==> src/rtl/fg_handshake_tx.sv <==
// Initiator side of a 4-phase req/ack handshake carrying one word to an asynchronous receiver.
// The acknowledge is synchronized locally; an optional timeout aborts a handshake the receiver never answers.
module fg_handshake_tx #(
    parameter int DATA_WIDTH     = 8,
    parameter int SYNC_STAGES    = 2,
    parameter int TIMEOUT_CYCLES = 1023
) (
    input  logic                  clk_i,
    input  logic                  rst_i,
    input  logic [DATA_WIDTH-1:0] data_i,
    input  logic                  valid_i,
    output logic                  ready_o,
    output logic [DATA_WIDTH-1:0] data_o,
    output logic                  req_o,
    input  logic                  ack_i,
    output logic                  done_o,
    output logic                  timeout_o
);

    localparam bit TO_EN = (TIMEOUT_CYCLES > 0);
    localparam int CNT_W = TO_EN ? $clog2(TIMEOUT_CYCLES + 1) : 1;
    localparam logic [CNT_W-1:0] CNT_LAST = TO_EN ? CNT_W'(TIMEOUT_CYCLES - 1) : '0;

    typedef enum logic [1:0] {
        IDLE   = 2'd0,
        REQ_HI = 2'd1,
        REQ_LO = 2'd2
    } state_t;

    state_t                  state_reg, state_next;
    logic [DATA_WIDTH-1:0]   data_reg, data_next;
    logic                    req_reg, req_next;
    logic                    done_reg, done_next;
    logic                    timeout_reg, timeout_next;
    logic [CNT_W-1:0]        cnt_reg, cnt_next, cnt_inc;
    logic [SYNC_STAGES-1:0]  ack_sync_reg, ack_sync_next;
    logic                    ack_s;
    logic                    timeout_hit;

    // Acknowledge synchronizer: stage 0 samples the asynchronous input, each later stage the one before.
    genvar gi;
    generate
        for (gi = 0; gi < SYNC_STAGES; gi++) begin : g_sync
            if (gi == 0) begin : g_first
                assign ack_sync_next[gi] = ack_i;
            end else begin : g_rest
                assign ack_sync_next[gi] = ack_sync_reg[gi-1];
            end
        end
    endgenerate

    assign ack_s = ack_sync_reg[SYNC_STAGES-1];

    // With the timeout disabled the counter stays frozen at zero and never matches.
    generate
        if (TO_EN) begin : g_cnt_on
            assign cnt_inc     = cnt_reg + CNT_W'(1);
            assign timeout_hit = (cnt_reg == CNT_LAST);
        end else begin : g_cnt_off
            assign cnt_inc     = '0;
            assign timeout_hit = 1'b0;
        end
    endgenerate

    assign ready_o   = (state_reg == IDLE) && !ack_s;
    assign data_o    = data_reg;
    assign req_o     = req_reg;
    assign done_o    = done_reg;
    assign timeout_o = timeout_reg;

    always_ff @(posedge clk_i) begin
        if (rst_i) begin
            state_reg    <= IDLE;
            data_reg     <= '0;
            req_reg      <= 1'b0;
            done_reg     <= 1'b0;
            timeout_reg  <= 1'b0;
            cnt_reg      <= '0;
            ack_sync_reg <= '0;
        end else begin
            state_reg    <= state_next;
            data_reg     <= data_next;
            req_reg      <= req_next;
            done_reg     <= done_next;
            timeout_reg  <= timeout_next;
            cnt_reg      <= cnt_next;
            ack_sync_reg <= ack_sync_next;
        end
    end

    // A settled acknowledge wins over a timeout that would fire in the same cycle.
    always_comb begin
        state_next   = state_reg;
        data_next    = data_reg;
        req_next     = req_reg;
        cnt_next     = cnt_reg;
        done_next    = 1'b0;
        timeout_next = 1'b0;
        case (state_reg)
            IDLE: begin
                if (valid_i && ready_o) begin
                    data_next  = data_i;
                    req_next   = 1'b1;
                    cnt_next   = '0;
                    state_next = REQ_HI;
                end
            end
            REQ_HI: begin
                if (ack_s) begin
                    req_next   = 1'b0;
                    cnt_next   = '0;
                    state_next = REQ_LO;
                end else if (timeout_hit) begin
                    req_next     = 1'b0;
                    timeout_next = 1'b1;
                    state_next   = IDLE;
                end else begin
                    cnt_next = cnt_inc;
                end
            end
            REQ_LO: begin
                if (!ack_s) begin
                    done_next  = 1'b1;
                    state_next = IDLE;
                end else if (timeout_hit) begin
                    timeout_next = 1'b1;
                    state_next   = IDLE;
                end else begin
                    cnt_next = cnt_inc;
                end
            end
            default: begin
                state_next = IDLE;
                req_next   = 1'b0;
            end
        endcase
    end

endmodule
==> config.mk <==
export PLATFORM = sky130hd
export DESIGN_NAME = fg_handshake_tx
export DESIGN_NICKNAME = d
export VERILOG_FILES = /design/src/rtl/fg_handshake_tx.sv
export SDC_FILE = /design/constraint.sdc
export NUM_CORES = 1
export LEC_CHECK = 0
export ABC_AREA = 1
export CORE_ASPECT_RATIO = 1.75
export CORE_MARGIN = 1.5
export CORE_UTILIZATION = 30
export DETAILED_ROUTE_END_ITERATION = 16
export PLACE_DENSITY = 0.56
export SETUP_SLACK_MARGIN = 0.05
export SYNTH_ARGS = -nofsm -noshare
export SYNTH_HDL_FRONTEND = slang
export SYNTH_SLANG_ARGS = --single-unit
==> constraint.sdc <==
create_clock -name clk_i -period 4.5 [get_ports clk_i]
set_clock_uncertainty 0.1 [all_clocks]
set_input_delay 0.675 -clock clk_i [delete_from_list [all_inputs] [get_ports clk_i]]
set_output_delay 0.675 -clock clk_i [all_outputs]
set_load 0.005 [all_outputs]
### Word-level counts from Yosys, hierarchy flattened

Index checks and enable logic that the tools add are counted.
W data, S select, Z words.

| storage, ports and cells | value |
|---|---|
| bits in latches | 0 |
| output and inout bits | 12 |
| memory bits (writable) | 0 |
| word-level logic and storage cells | 43 |
| register bits | 25 |
| bits of input ports | 12 |
| memories | 0 |
| bits in read-only memories | 0 |

| cells by class | value |
|---|---|
| equality and inequality tests | 6 |
| add/sub/neg operators | 1 |
| reductions and logical operators | 9 |
| multipliers | 0 |
| div/mod/pow operators | 0 |
| mux-type cells | 19 |
| bitwise operators | 1 |
| shifts and indexed selects | 0 |
| $lt $le $gt $ge | 0 |

Operators by type and width:

| operator | number |
|---|---|
| $mux W10 | 4 |
| $pmux W10 S3 | 1 |
| $add A10 B1 Y10 const B | 1 |
| $eq A10 B10 Y1 const B | 1 |
| $mux W2 | 4 |
| $mux W1 | 7 |
| $pmux W2 S3 | 1 |
| $reduce_and A3 Y1 | 2 |
| $ne A3 B3 Y1 const B | 1 |
| $pmux W1 S3 | 1 |
| $reduce_bool A3 Y1 | 1 |
| $eq A2 B1 Y1 const B | 1 |
| $eq A2 B2 Y1 const B | 1 |
| $logic_and A1 B1 Y1 | 2 |
| $logic_not A2 Y1 | 1 |
| $ne A2 B1 Y1 const B | 1 |
| $ne A2 B2 Y1 const B | 1 |
| $pmux W1 S2 | 1 |
| $reduce_and A2 Y1 | 1 |
| $reduce_or A2 Y1 | 1 |
| $logic_not A1 Y1 | 1 |
| $not A1 Y1 | 1 |

### Depth between registers and ports, before layout

Gate-level depths: netlist (run 1).

| depth | value |
|---|---|
| depth after elaboration | 5 |
| mapped depth | 10 |

### Worst setup path after synthesis (run 1)

OpenSTA, ideal clock, no wires.

| timing path | value |
|---|---|
| path type | register to output |
| from | reg state_reg[0] |
| to | out ready_o |
| cell stages (with the launch flop) | 5 |
| arrival time | 0.808 ns |
| slack | 2.917 ns |
| buffers on the path | 0 |
| data required time | 3.725 ns |
| path through | dfxtp_1 -> inv_1 -> ha_1 -> inv_1 -> nor2_1 |

| between the ends | value |
|---|---|
| word-level cells in the longest chain between the ends | 2 |

RTL lines:

| item | RTL line | RTL |
|---|---|---|
| from (decl) | 30 | `state_t state_reg, state_next;` |
| from (signal assigned) | 81 | `state_reg <= state_next;` |
| $logic_not A2 Y1 | 65 | `assign ready_o = (state_reg == IDLE) && !ack_s;` |
| $logic_and A1 B1 Y1 | 65 |  |
| to (decl) | 12 | `output logic ready_o,` |

No other way between the ends.

### Worst setup path after layout (run 1)

Same ends and word-level chain as after synthesis.

==> results of run 1 <==
==> worst max path at each step <==
stage	startpoint	endpoint	slack, ps	depth (start not counted)
floorplan	state_reg[0]	ready_o	2920	4
global placement	rst_i	cnt_reg[3]	2200	4
detailed placement	rst_i	cnt_reg[3]	2180	4
CTS	state_reg[0]	ready_o	2060	5
global route	state_reg[0]	ready_o	1940	5
finish	state_reg[0]	ready_o	2080	5
==> critical path: cells and delay by family (launching register included) <==
| family | cells | cell delay (ps) |
|---|---|---|
| buffers and inverters | 3 | 670 |
| DFF | 1 | 430 |
| adders and majority gates | 1 | 200 |
| and+or+nand+nor | 1 | 80 |
==> stage by stage <==
step / utilization / total power [mW] / area [µm²] / hold WS (ps)
2_1_floorplan: - / 0.301 / 1310 / 288
3_3_place_gp: 0.385 / 0.340 / 1600 / 301
3_5_place_dp: 0.385 / 0.340 / 1600 / 298
4_1_cts: 0.396 / 0.477 / 1640 / 313
5_1_grt: 0.396 / 0.500 / 1640 / 340
6_report: 0.396 / 0.467 / 1640 / 309
==> layer usage <==
metal  GRT usage  up-vias
li1            -      607
met1       0.136      516
met2       0.256       21
met3      0.0281        5
met4      0.0449        0
met5           0        -
==> where the power goes <==
group	total [mW]	internal, mW	leakage (nW)	switching (mW)
Sequential	0.239	0.231	0.204	0.00754
Combinational	0.0941	0.0425	0.354	0.0516
Clock	0.134	0.0634	0.0228	0.0707
==> cell families (layout without fill, tap and decap cells) <==
kind of cell / count (synthesis) / after routing / share of synthesized area
buf+inv: 26 / 51 / 0.0744
simple gates: 94 / 94 / 0.343
compound gates: 27 / 27 / 0.144
fa+ha+maj: 6 / 6 / 0.0572
flops: 25 / 25 / 0.381
==> cell usage in the layout (no fill, tap or decap), drive strengths merged <==
cell           netlist  routed
a21oi               19      19
clkbuf               2       4
clkdlybuf4s50        0      23
clkinv               1       1
dfxtp               25      25
ha                   6       6
inv                 23      23
nand2               53      53
nand3               13      13
nand3b               1       1
nand4                1       1
nor2                23      23
nor3                 1       1
nor4b                1       1
o21ai                6       6
o21bai               2       2
or2                  1       1
==> area by class of cell <==
class                           count  area, µm²
Sequential cell                    25        500
Inverter                           24       90.1
Timing Repair Buffer               23        230
Multi-Input combinational cell    127        714
Tap cell                           49       61.3
Fill cell                         444       2510
Clock buffer                        4       45.0
==> out/qor.csv, run 1 <==
stage,metric,value,unit
run_status,status,"complete, no violations",
power,leakagePower,0.580,nW
worst_setup_path,worstSetupEndpointType,output port,
sta,fin_ws,2080,ps
worst_setup_path,crit_type,reg2out,
logic_synthesis,yosys.area.top_type,dfxtp_1,
clock_network,cts_sinks,25,
final_layout,nets,222,
sta,worstMarginPinSlew,720,ps
placement,dp_hpwl,2.24,mm
worst_setup_path,crit_path_cell_trace,inv_1 -> ha_1 -> inv_1 -> nor2_1 -> clkdlybuf4s50_1,
job,max_cap_violations,0,
final_layout,drive_gt1_frac,0.118,
placement,io_buffer_count,23,
power,vdd_ir_drop_max,0.188,mV
drt,drt_iter0_drc,16,
clock_network,clk_path_buf_depth,2,
final_layout,n_antenna_cell,0,
logic_synthesis,synth_nets,196,
clock_network,clkTransAtPathRegs,80,ps
global_route,antenna_found_initial,0,
clock_network,htreeDepth,1,
worst_setup_path,reg2regPathDepth,8,
power,cellPowerDensity,285,mW/mm²
placement,placed_cells,248,
drt,via_count,1149,
worst_setup_path,reg2reg_from,state_reg[0],
logic_synthesis,dominantRegCellSynth,dfxtp_1,
clock_network,hold_buffers,0,
worst_setup_path,rrSetupSlack,2680,ps
logic_synthesis,ys_async_sr_fraction,0,
worst_setup_path,reg2reg_to,req_o,
global_route,overflow,0,
worst_setup_path,crit_required,3720,ps
sta,finalCritPeriodShare,0.537,
logic_synthesis,syn_area,0.00131,mm²
sta,finalSetupViolCount,0,
sta,hold_viol_final,0,
sta,finalSetupTns,0,ps
clock_network,cts_root_buf,clkbuf_8,
drt,dr.pass1.iters,3,
sta,rsz0062_at_grt,no,
sta,timing.fmax,0.414,GHz
global_route,grt_pass1_vias,1196,
logic_synthesis,synth_edf_count,0,
drt,wl_met1,1.09,mm
worst_setup_path,worst_setup_path_start_kind,flop,
min_path,hold_depth,2,
drt,routed_wl,2.79,mm
logic_synthesis,syn-mean-instance-area,7.37,µm²
final_layout,area_growth,25.1,%
sta,relSlewSlack,0.519,
logic_synthesis,seq_area_frac_synth,0.381,
die,start_util,0.316,
clock_network,post-cts-setup-buffers,0,
placement,pre_cts_ws,2180,ps
logic_synthesis,synthTopCellsByCount,"nand2_1, dfxtp_1, inv_1, nor2_1, a21oi_1",
min_path,hp-class,reg2reg,
global_route,grt_first_pass_wirelength,4.95,mm
drt,viasPerCell,4.56,
logic_synthesis,yosys_warnings,0,
worst_setup_path,arrival,1640,ps
worst_setup_path,crit_path_max_incr_delay,450,ps
die,ios,24,
sta,final.min_clock_period,2420,ps
die,coreArea,0.00415,mm²
worst_setup_path,cp_common_cell,inv_1,
die,die_h,90.5,µm
global_route,grt_max_degree,19,
clock_network,ctsResizeCount,0,
min_path,hold_end,ack_sync_reg[1],
die,dieArea,0.00480,mm²
die,dieWidth,53,µm
final_layout,largest_reg_flops,10,
worst_setup_path,slowest_stage,clkdlybuf4s50_1,
die,std_cell_rows,31,
placement,gp_congestion,0.815,
clock_network,cts_tree,yes,
logic_synthesis,synth.distinct_cells,27,
min_path,hp-start,ack_sync_reg[0],
drt,dr_wl_met2,1.56,mm
global_route,grt_use_total,0.135,
drt,wl_met3,93,µm
drt,routedWlPerCell,11.1,µm
logic_synthesis,ys_ff_latch,25,
drt,ant_nets,0,
drt,drc,0,
clock_network,clk_latency,270,ps
clock_network,cts_inserted_buffers,3,
drt,top_layer,met4,
logic_synthesis,yosysTopAreaCellShare,0.381,
sta,drv_slew,0,
final_layout,instances_no_fill,252,
logic_synthesis,synthCells,178,
worst_setup_path,cp_max_fo,5,
logic_synthesis,ys_top_cells_by_area,"dfxtp_1, nand2_1, ha_1",
logic_synthesis,synth_most_common_cell,nand2_1,
Power figures use the tool's default switching activity.
==> run 2: changes to the inputs <==
clock period = 2.4 ns   (was 4.5 ns; I/O delays follow)
==> out/qor.csv, run 2 (synthesis gave the netlist of run 1 again) <==
stage,metric,value,unit,change
run_status,status,"complete, no violations",,
sta,timing.hold.ws,308,ps,-1.03 ps
placement,pre_cts_ws,573,ps,-1610 ps
power,p_seq_frac,0.507,,-0.004
power,vdd_ir_drop_max,0.430,mV,+130%
worst_setup_path,worstSetupEndpointType,output port,,
final_layout,fill_cells,442,,-0.45%
power,power_frac_comb,0.204,,+0.003
drt,drt_iter0_drc,6,,-10
clock_network,cts_root_buf,clkbuf_8,,
min_path,hold_depth,2,,unchanged
final_layout,nets,224,,+0.90%
placement,dp_hpwl,2.35,mm,+5.0%
final_layout,mostFrequentLayoutCells,"nand2_1, dfxtp_1, clkdlybuf4s50_1",,
power,cellPowerDensity,533,mW/mm²,+87%
drt,routedWlPerCell,11.3,µm,+2.3%
global_route,antenna_found_initial,0,,unchanged
drt,viasPerCell,4.65,,+2.1%
power,finalPower,883,µW,+89%
sta,timing.fmax,0.478,GHz,
sta,finalSetupViolCount,0,,unchanged
power,p_int,635,µW,+88%
global_route,grt_use_total,0.139,,+0.00371
global_route,grt_max_degree,16,,-3
power,p_switching,248,µW,+91%
worst_setup_path,cp_max_fo,5,,unchanged
clock_network,hold_buffers,0,,unchanged
sta,hold_viol_final,0,,unchanged
final_layout,post-route-util,0.399,,+0.00362
clock_network,clk_path_buf_depth,2,,unchanged
final_layout,area_growth,26.2,%,
sta,relSlewSlack,0.664,,+0.146
die,dieArea,0.00480,mm²,unchanged
job,max_cap_violations,0,,unchanged
clock_network,cts_inserted_buffers,3,,unchanged
worst_setup_path,arrival,1630,ps,about the same
clock_network,htreeDepth,1,,unchanged
clock_network,post-cts-setup-buffers,0,,unchanged
die,ios,24,,unchanged
die,start_util,0.316,,unchanged
power,power.share.switching,0.281,,+0.00281
worst_setup_path,reg2regPathDepth,6,,-2
sta,finalCritPeriodShare,0.871,,
die,dieWidth,53,µm,unchanged
sta,fin_ws,309,ps,-1770 ps
worst_setup_path,crit_required,1940,ps,-1780 ps
global_route,grt_pass1_vias,1187,,-0.75%
drt,dr.pass1.iters,4,,+1
clock_network,ctsResizeCount,0,,unchanged
die,die_h,90.5,µm,unchanged
drt,drc,0,,unchanged
sta,rsz0062_at_grt,no,,
clock_network,clkTransAtPathRegs,90,ps,about the same
final_layout,drive_gt1_frac,0.127,,+0.00860
final_layout,multi_input_area,714,µm²,unchanged
final_layout,register_area,500,µm²,unchanged
clock_network,cts_tree,yes,,
sta,finalSetupTns,0,ps,unchanged
worst_setup_path,worst_setup_path_start_kind,flop,,
placement,gp_congestion,0.748,,-8.2%
drt,ant_nets,0,,unchanged
die,std_cell_rows,31,,unchanged
drt,via_count,1182,,+2.9%
clock_network,clk_latency,270,ps,about the same
drt,routed_wl,2.88,mm,+3.1%
die,coreArea,0.00415,mm²,unchanged
min_path,hp-class,reg2reg,,
placement,io_buffer_count,23,,unchanged
global_route,grt_first_pass_wirelength,5.10,mm,+3.1%
power,leakagePower,0.590,nW,+1.6%
worst_setup_path,crit_type,reg2out,,
final_layout,n_antenna_cell,0,,unchanged
final_layout,layout_commonest_cell,nand2_1,,
final_layout,largest_reg_flops,10,,unchanged
global_route,overflow,0,,unchanged
clock_network,cts_sinks,25,,unchanged
power,clkPwrFrac,0.289,,+0.002
sta,worstMarginPinSlew,498,ps,-221 ps
sta,drv_slew,0,,unchanged
sta,final.min_clock_period,2090,ps,
[run 2: changes by cell type in the layout (fill, tap and decap cells not counted)]
| cell | previous run | this run |
|---|---|---|
| buf_4 | 0 | 2 |
[run 2: path summary, 6_finish.rpt]
kind | slack [ps] | end | startpoint
hold / removal | 310 | ack_sync_reg[1] | ack_sync_reg[0]
setup reg to reg | 630 | cnt_reg[6] | state_reg[0]
hold reg to reg | 310 | ack_sync_reg[1] | ack_sync_reg[0]
setup / recovery | 310 | ready_o | state_reg[0]
[run 2: through the flow]
| step | cells | cell area [µm²] |
|---|---|---|
| after floorplan | 178 | 1310 |
| after global placement | 250 | 1610 |
| after detailed placement | 250 | 1610 |
| after CTS | 254 | 1660 |
| after global routing | 254 | 1660 |
| final | 254 | 1660 |
[run 2: final cells by class]
| class | count | area share |
|---|---|---|
| clock buffers | 4 | 0.0272 |
| inverters | 24 | 0.0544 |
| multi-input cells | 127 | 0.431 |
| flip-flops and latches | 25 | 0.302 |
| well taps | 49 | 0.0370 |
| repair buffers | 25 | 0.148 |
[run 2: routing by layer]
metal  vias up  track usage  share of wire
li1        614            -              -
met5         -            0              0
met2        20        0.271           0.58
met3         2       0.0232          0.030
met4         0       0.0449          0.012
met1       546        0.137           0.37
[run 2: worst max-delay path: stages (launching register included)]
cell,delay (ps)
dfxtp_1,360
inv_1,100
ha_1,140
inv_1,80
nor2_1,160
clkdlybuf4s50_1,520
[run 2: power by group through the flow]
| stage | combinational (mW) | sequential (mW) | clock [mW] |
|---|---|---|---|
| 3_3_place_gp | 0.184 | 0.458 | 0 |
| 3_5_place_dp | 0.184 | 0.458 | 0 |
| 4_1_cts | 0.185 | 0.448 | 0.261 |
| 5_1_grt | 0.205 | 0.451 | 0.281 |
| 6_report | 0.181 | 0.448 | 0.255 |
| 2_1_floorplan | 0.109 | 0.456 | 0 |
==> run 3: changes to the inputs <==
CELL_PAD_IN_SITES_DETAIL_PLACEMENT = 2   (was not set)
CELL_PAD_IN_SITES_GLOBAL_PLACEMENT = 2   (was not set)
CORE_UTILIZATION = 29   (was 30)
CTS_CLUSTER_DIAMETER = 80   (was not set)
PLACE_DENSITY = 0.83   (was 0.56)
==> out/qor.csv, run 3 (synthesis gave the netlist of run 1 again) <==
stage,metric,value,unit,change
sta,timing.hold.ws,315,ps,+7.57 ps
clock_network,cts_sinks,25,,unchanged
clock_network,clk_path_buf_depth,2,,unchanged
power,vdd_ir_drop_max,0.260,mV,-40%
drt,via_count,1252,,+5.9%
clock_network,ctsResizeCount,0,,unchanged
sta,relSlewSlack,0.677,,+0.0126
global_route,grt_first_pass_wirelength,6.89,mm,+35%
sta,finalCritPeriodShare,0.906,,+0.0344
clock_network,cts_inserted_buffers,3,,unchanged
final_layout,fill_cells,524,,+19%
power,power_frac_comb,0.214,,+0.010
drt,ant_nets,0,,unchanged
clock_network,hold_buffers,0,,unchanged
die,std_cell_rows,32,,+3.2%
global_route,antenna_found_initial,0,,unchanged
sta,finalSetupViolCount,0,,unchanged
clock_network,htreeDepth,1,,unchanged
final_layout,mostFrequentLayoutCells,"nand2_1, dfxtp_1, clkdlybuf4s50_1",,
clock_network,post-cts-setup-buffers,0,,unchanged
worst_setup_path,reg2reg_from,state_reg[0],,
die,ios,24,,unchanged
placement,io_buffer_count,23,,unchanged
worst_setup_path,cp_max_fo,5,,unchanged
drt,drt_iter0_drc,10,,+4
final_layout,area_growth,26.4,%,
final_layout,n_antenna_cell,0,,unchanged
sta,final.min_clock_period,2170,ps,+82.5 ps
drt,routed_wl,4.17,mm,+45%
sta,finalSetupTns,0,ps,unchanged
sta,rsz0062_at_grt,no,,
global_route,overflow,0,,unchanged
global_route,grt_pass1_vias,1496,,+26%
die,coreArea,0.00436,mm²,+5.2%
worst_setup_path,crit_required,1940,ps,about the same
clock_network,clk_latency,270,ps,about the same
placement,placed_cells,252,,+0.80%
sta,hold_viol_final,0,,unchanged
worst_setup_path,reg2reg_to,req_o,,
sta,timing.fmax,0.460,GHz,-3.8%
global_route,grt_use_total,0.191,,+0.0525
die,die_h,92.0,µm,+1.7%
worst_setup_path,cp-startpoint,state_reg[0],,
clock_network,cts_root_buf,clkbuf_8,,
power,leakagePower,0.590,nW,about the same
drt,routedWlPerCell,16.3,µm,+44%
worst_setup_path,reg2regPathDepth,8,,+2
power,p_seq_frac,0.498,,-0.009
placement,dp_hpwl,3.51,mm,+49%
worst_setup_path,endpoint,ready_o,,
placement,gp_congestion,0.834,,+12%
power,clkPwrFrac,0.287,,-0.002
final_layout,layout_commonest_cell,nand2_1,,
power,p_switching,268,µW,+7.9%
drt,dr.pass1.iters,3,,-1
clock_network,cts_tree,yes,,
power,p_int,635,µW,-0.10%
final_layout,instances_no_fill,256,,+0.79%
worst_setup_path,crit_type,reg2out,,
job,max_cap_violations,0,,unchanged
run_status,status,"complete, no violations",,
die,dieWidth,53.9,µm,+1.6%
die,start_util,0.301,,-0.0155
worst_setup_path,worst_setup_path_start_kind,flop,,
drt,drc,0,,unchanged
worst_setup_path,worstSetupEndpointType,output port,,
worst_setup_path,rrSetupSlack,470,ps,-160 ps
worst_setup_path,arrival,1710,ps,+80 ps
sta,worstMarginPinSlew,479,ps,-18.7 ps
die,dieArea,0.00495,mm²,+3.3%
power,power.share.switching,0.297,,+0.0158
clock_network,clkTransAtPathRegs,90,ps,about the same
sta,drv_slew,0,,unchanged
global_route,grt_max_degree,14,,-2
final_layout,nets,224,,unchanged
drt,viasPerCell,4.89,,+5.1%
power,cellPowerDensity,544,mW/mm²,+2.0%
min_path,hp-class,reg2reg,,
final_layout,largest_reg_flops,10,,unchanged
final_layout,drive_gt1_frac,0.127,,unchanged
-- run 3: cell counts in the layout (fill, tap and decap cells not counted) --
No cell type changed its count.
-- run 3: area by class of cell --
type	instances	area, µm²	share of cell area
well taps	51	63.8	0.0385
multi-input cells	127	714	0.431
clock buffers	4	45.0	0.0271
repair buffers	25	245	0.148
inverters	24	90.1	0.0543
flip-flops and latches	25	500	0.302
-- run 3: power groups by stage --
stage	logic, mW	registers [mW]	clock network, mW
floorplan	0.109	0.456	0
global placement	0.181	0.457	0
detailed placement	0.196	0.460	0
CTS	0.198	0.450	0.267
global route	0.214	0.452	0.281
finish	0.193	0.450	0.259
-- run 3: routing by layer --
| metal | up-vias | track usage | share of wire |
|---|---|---|---|
| met5 | - | 0 | 0 |
| met4 | 0 | 0.0748 | 0.030 |
| met3 | 10 | 0.0293 | 0.031 |
| met2 | 27 | 0.387 | 0.62 |
| met1 | 603 | 0.167 | 0.32 |
| li1 | 612 | - | - |
-- run 3: how the worst min path moves through the flow --
stage | slack, ps | end | cells past startpoint | startpoint
global route | 340 | ack_sync_reg[1] | 2 | ack_sync_reg[0]
global placement | 290 | ack_sync_reg[1] | 2 | ack_sync_reg[0]
floorplan | 290 | ack_sync_reg[1] | 2 | ack_sync_reg[0]
CTS | 320 | ack_sync_reg[1] | 2 | ack_sync_reg[0]
detailed placement | 300 | ack_sync_reg[1] | 2 | ack_sync_reg[0]
finish | 320 | ack_sync_reg[1] | 2 | ack_sync_reg[0]
-- run 3: critical path, stage by stage, from the launching register on --
cell             delay, ps
dfxtp_1                450
inv_1                  110
ha_1                   200
inv_1                  140
nor2_1                  90
clkdlybuf4s50_1        460
-- run 3: through the flow --
step	instance area (µm²)	util	total power, mW	setup slack [ps]
floorplan	1310	-	0.565	855
global placement	1610	0.370	0.638	561
detailed placement	1610	0.370	0.656	449
CTS	1660	0.380	0.915	209
global route	1660	0.380	0.947	131
finish	1660	0.380	0.902	226
==> patch (settings of run 3) <==
The parameter `DATA_WIDTH` goes from 8 to 10.
--- a/src/rtl/fg_handshake_tx.sv
+++ b/src/rtl/fg_handshake_tx.sv
@@ -1,7 +1,7 @@
 // Initiator side of a 4-phase req/ack handshake carrying one word to an asynchronous receiver.
 // The acknowledge is synchronized locally; an optional timeout aborts a handshake the receiver never answers.
 module fg_handshake_tx #(
-    parameter int DATA_WIDTH     = 8,
+    parameter int DATA_WIDTH     = 10,
     parameter int SYNC_STAGES    = 2,
     parameter int TIMEOUT_CYCLES = 1023
 ) (
Interface: changed (resized data_i and data_o); port bits go from 24 to 28. No check against the original RTL was run, so the function may have changed too.
==> patch against run 3 <==
Cell area increased by 3.6%. Sequential cell count increased by 2. Area after synthesis increased by 3.0%. Wire length decreased by 13%. Sequential share of layout area increased by 1.3 points. Power increased by 4.9%. Worst setup slack improved by 0.031 ns. Critical endpoint unchanged.
==> patch: results (changes against run 3) <==
Placement:
- The last weighted congestion value of the routability-driven placer is 0.804 (-3.6%).
- The half-perimeter wire length after placement is 3010 um (-14%).
- The quantity of I/O buffers inserted on ports was 27 (+17%).
- The cell area after placement was 0.00167 mm^2 (+3.6%).
- The setup slack at placement is 0.538 ns (+0.0885 ns).

Cells and area:
- The fraction of layout instances using a drive strength above 1 was 9.55% (-3.1 points).
- The post-layout net count is 241 (+7.6%).

Power and ir drop:
- The net load switching power came to 271 uW (+1.4%).
- The leakage power figure is 0.675 nW (+14%).
- The worst IR drop on VDD is 0.315 mV (+21%).

Global route:
- The global-route wire length before repair was 6350 um (-7.7%).
- The aggregate global-route resource usage came to 16.8% (-2.3 points).
- The via count of the first global-routing pass was 1440 (-3.7%).
- The maximum number of pins on one net before global-route repair is 19 (+5).

Yosys:
- The net count of the mapped netlist is 212 (+8.2%).
- By count the netlist is led by 55 x sky130_fd_sc_hd__nand2_1, 27 x sky130_fd_sc_hd__dfxtp_1, 23 x sky130_fd_sc_hd__nor2_1.
- Yosys attributes the largest share of cell area to sky130_fd_sc_hd__dfxtp_1 40%, sky130_fd_sc_hd__nand2_1 15%, sky130_fd_sc_hd__a21oi_1 6.7%, sky130_fd_sc_hd__nor2_1 6.4%, sky130_fd_sc_hd__inv_1 5.8%.
- The share of the yosys chip area belonging to registers is 40.0% (+1.9 points).
- The number of distinct library cell variants in the gate-level netlist after synthesis is 23 (-15%).

Detailed routing:
- The via total after detailed routing is 1298 (+3.7%).
- The total wire length was 3610 um (-13%).
- The number of search-and-repair iterations in the first detailed-routing pass is 4 (+1).
- The amount of wire on met2 after detailed routing was 2160 um (-16%).
- The detailed router's first-iteration violation count is 6 (-4).
- The sum of routed wire segments on met1 is 1280 um (-4.8%).
- The wire length on met3 is 100 um (-23%).

STA:
- The tightest slew margin relative to the limit came to 71.0% (+3.3 points).

Setup path:
- The worst-path maximum fanout is 5 (unchanged).
- The arrival time of data at the critical path endpoint was 1.68 ns (-0.03 ns).

Clock tree:
- The root buffer cell chosen for the clock tree is sky130_fd_sc_hd__clkbuf_8.

Run status:
- The run finished with clean final reports.
## patch: per-layer routing
metal / track usage, % / vias to the layer above
met1: 17.2 / 616
met4: 6.25 / 0
li1: - / 653
met5: 0 / -
met3: 1.76 / 6
met2: 32.1 / 23
## patch: worst paths after layout
check | startpoint | to | slack, ns | depth (start not counted)
max | state_reg[0]$_SDFFE_PP0P_ | ready_o | 0.26 | 5
min | ack_sync_reg[0]$_SDFF_PP0_ | ack_sync_reg[1]$_SDFF_PP0_ | 0.32 | 2
max reg2reg | state_reg[1]$_SDFFE_PP0P_ | cnt_reg[6]$_SDFFE_PP0P_ | 0.61 | 10
min reg2reg | ack_sync_reg[0]$_SDFF_PP0_ | ack_sync_reg[1]$_SDFF_PP0_ | 0.32 | 2
## patch: logic make-up (layout without fill, tap and decap cells)
kind of cell / after synthesis / count (layout) / synth area share, %
AND/OR/NAND/NOR: 103 / 103 / 34.5
buffers and inverters: 30 / 58 / 9.17
flip-flops: 27 / 27 / 40.0
AO/OA/AOI/OAI: 26 / 26 / 10.7
adder cells (fa/ha/maj): 6 / 6 / 5.56
## patch: power by group through the flow
stage          registers (mW)  clock network [mW]  logic (mW)
6_report                0.486               0.269       0.192
5_1_grt                 0.489               0.295       0.219
4_1_cts                 0.486               0.282       0.199
3_5_place_dp            0.496                   0       0.198
3_3_place_gp            0.496                   0       0.195
2_1_floorplan           0.495                   0       0.107
## patch: critical path, stage by stage (launching register included)
cell                              delay, ns
sky130_fd_sc_hd__dfxtp_1               0.41
sky130_fd_sc_hd__inv_1                 0.09
sky130_fd_sc_hd__ha_1                  0.21
sky130_fd_sc_hd__inv_1                 0.16
sky130_fd_sc_hd__nor2_1                0.09
sky130_fd_sc_hd__clkdlybuf4s50_1       0.45
## patch: final cells by class
cell class	instances	area [um^2]
clock inverter	1	5.00
timing repair buffer	29	285
sequential	27	541
multi-input combinational	135	687
inverter	25	96.3
tap	51	63.8
fill	530	2730
clock buffer	3	41.3
## patch: through the flow
step	utilization, %	instances
6_report	38.7	271
5_1_grt	38.7	271
4_1_cts	38.7	271
3_5_place_dp	37.6	267
3_3_place_gp	37.6	267
2_1_floorplan	-	192
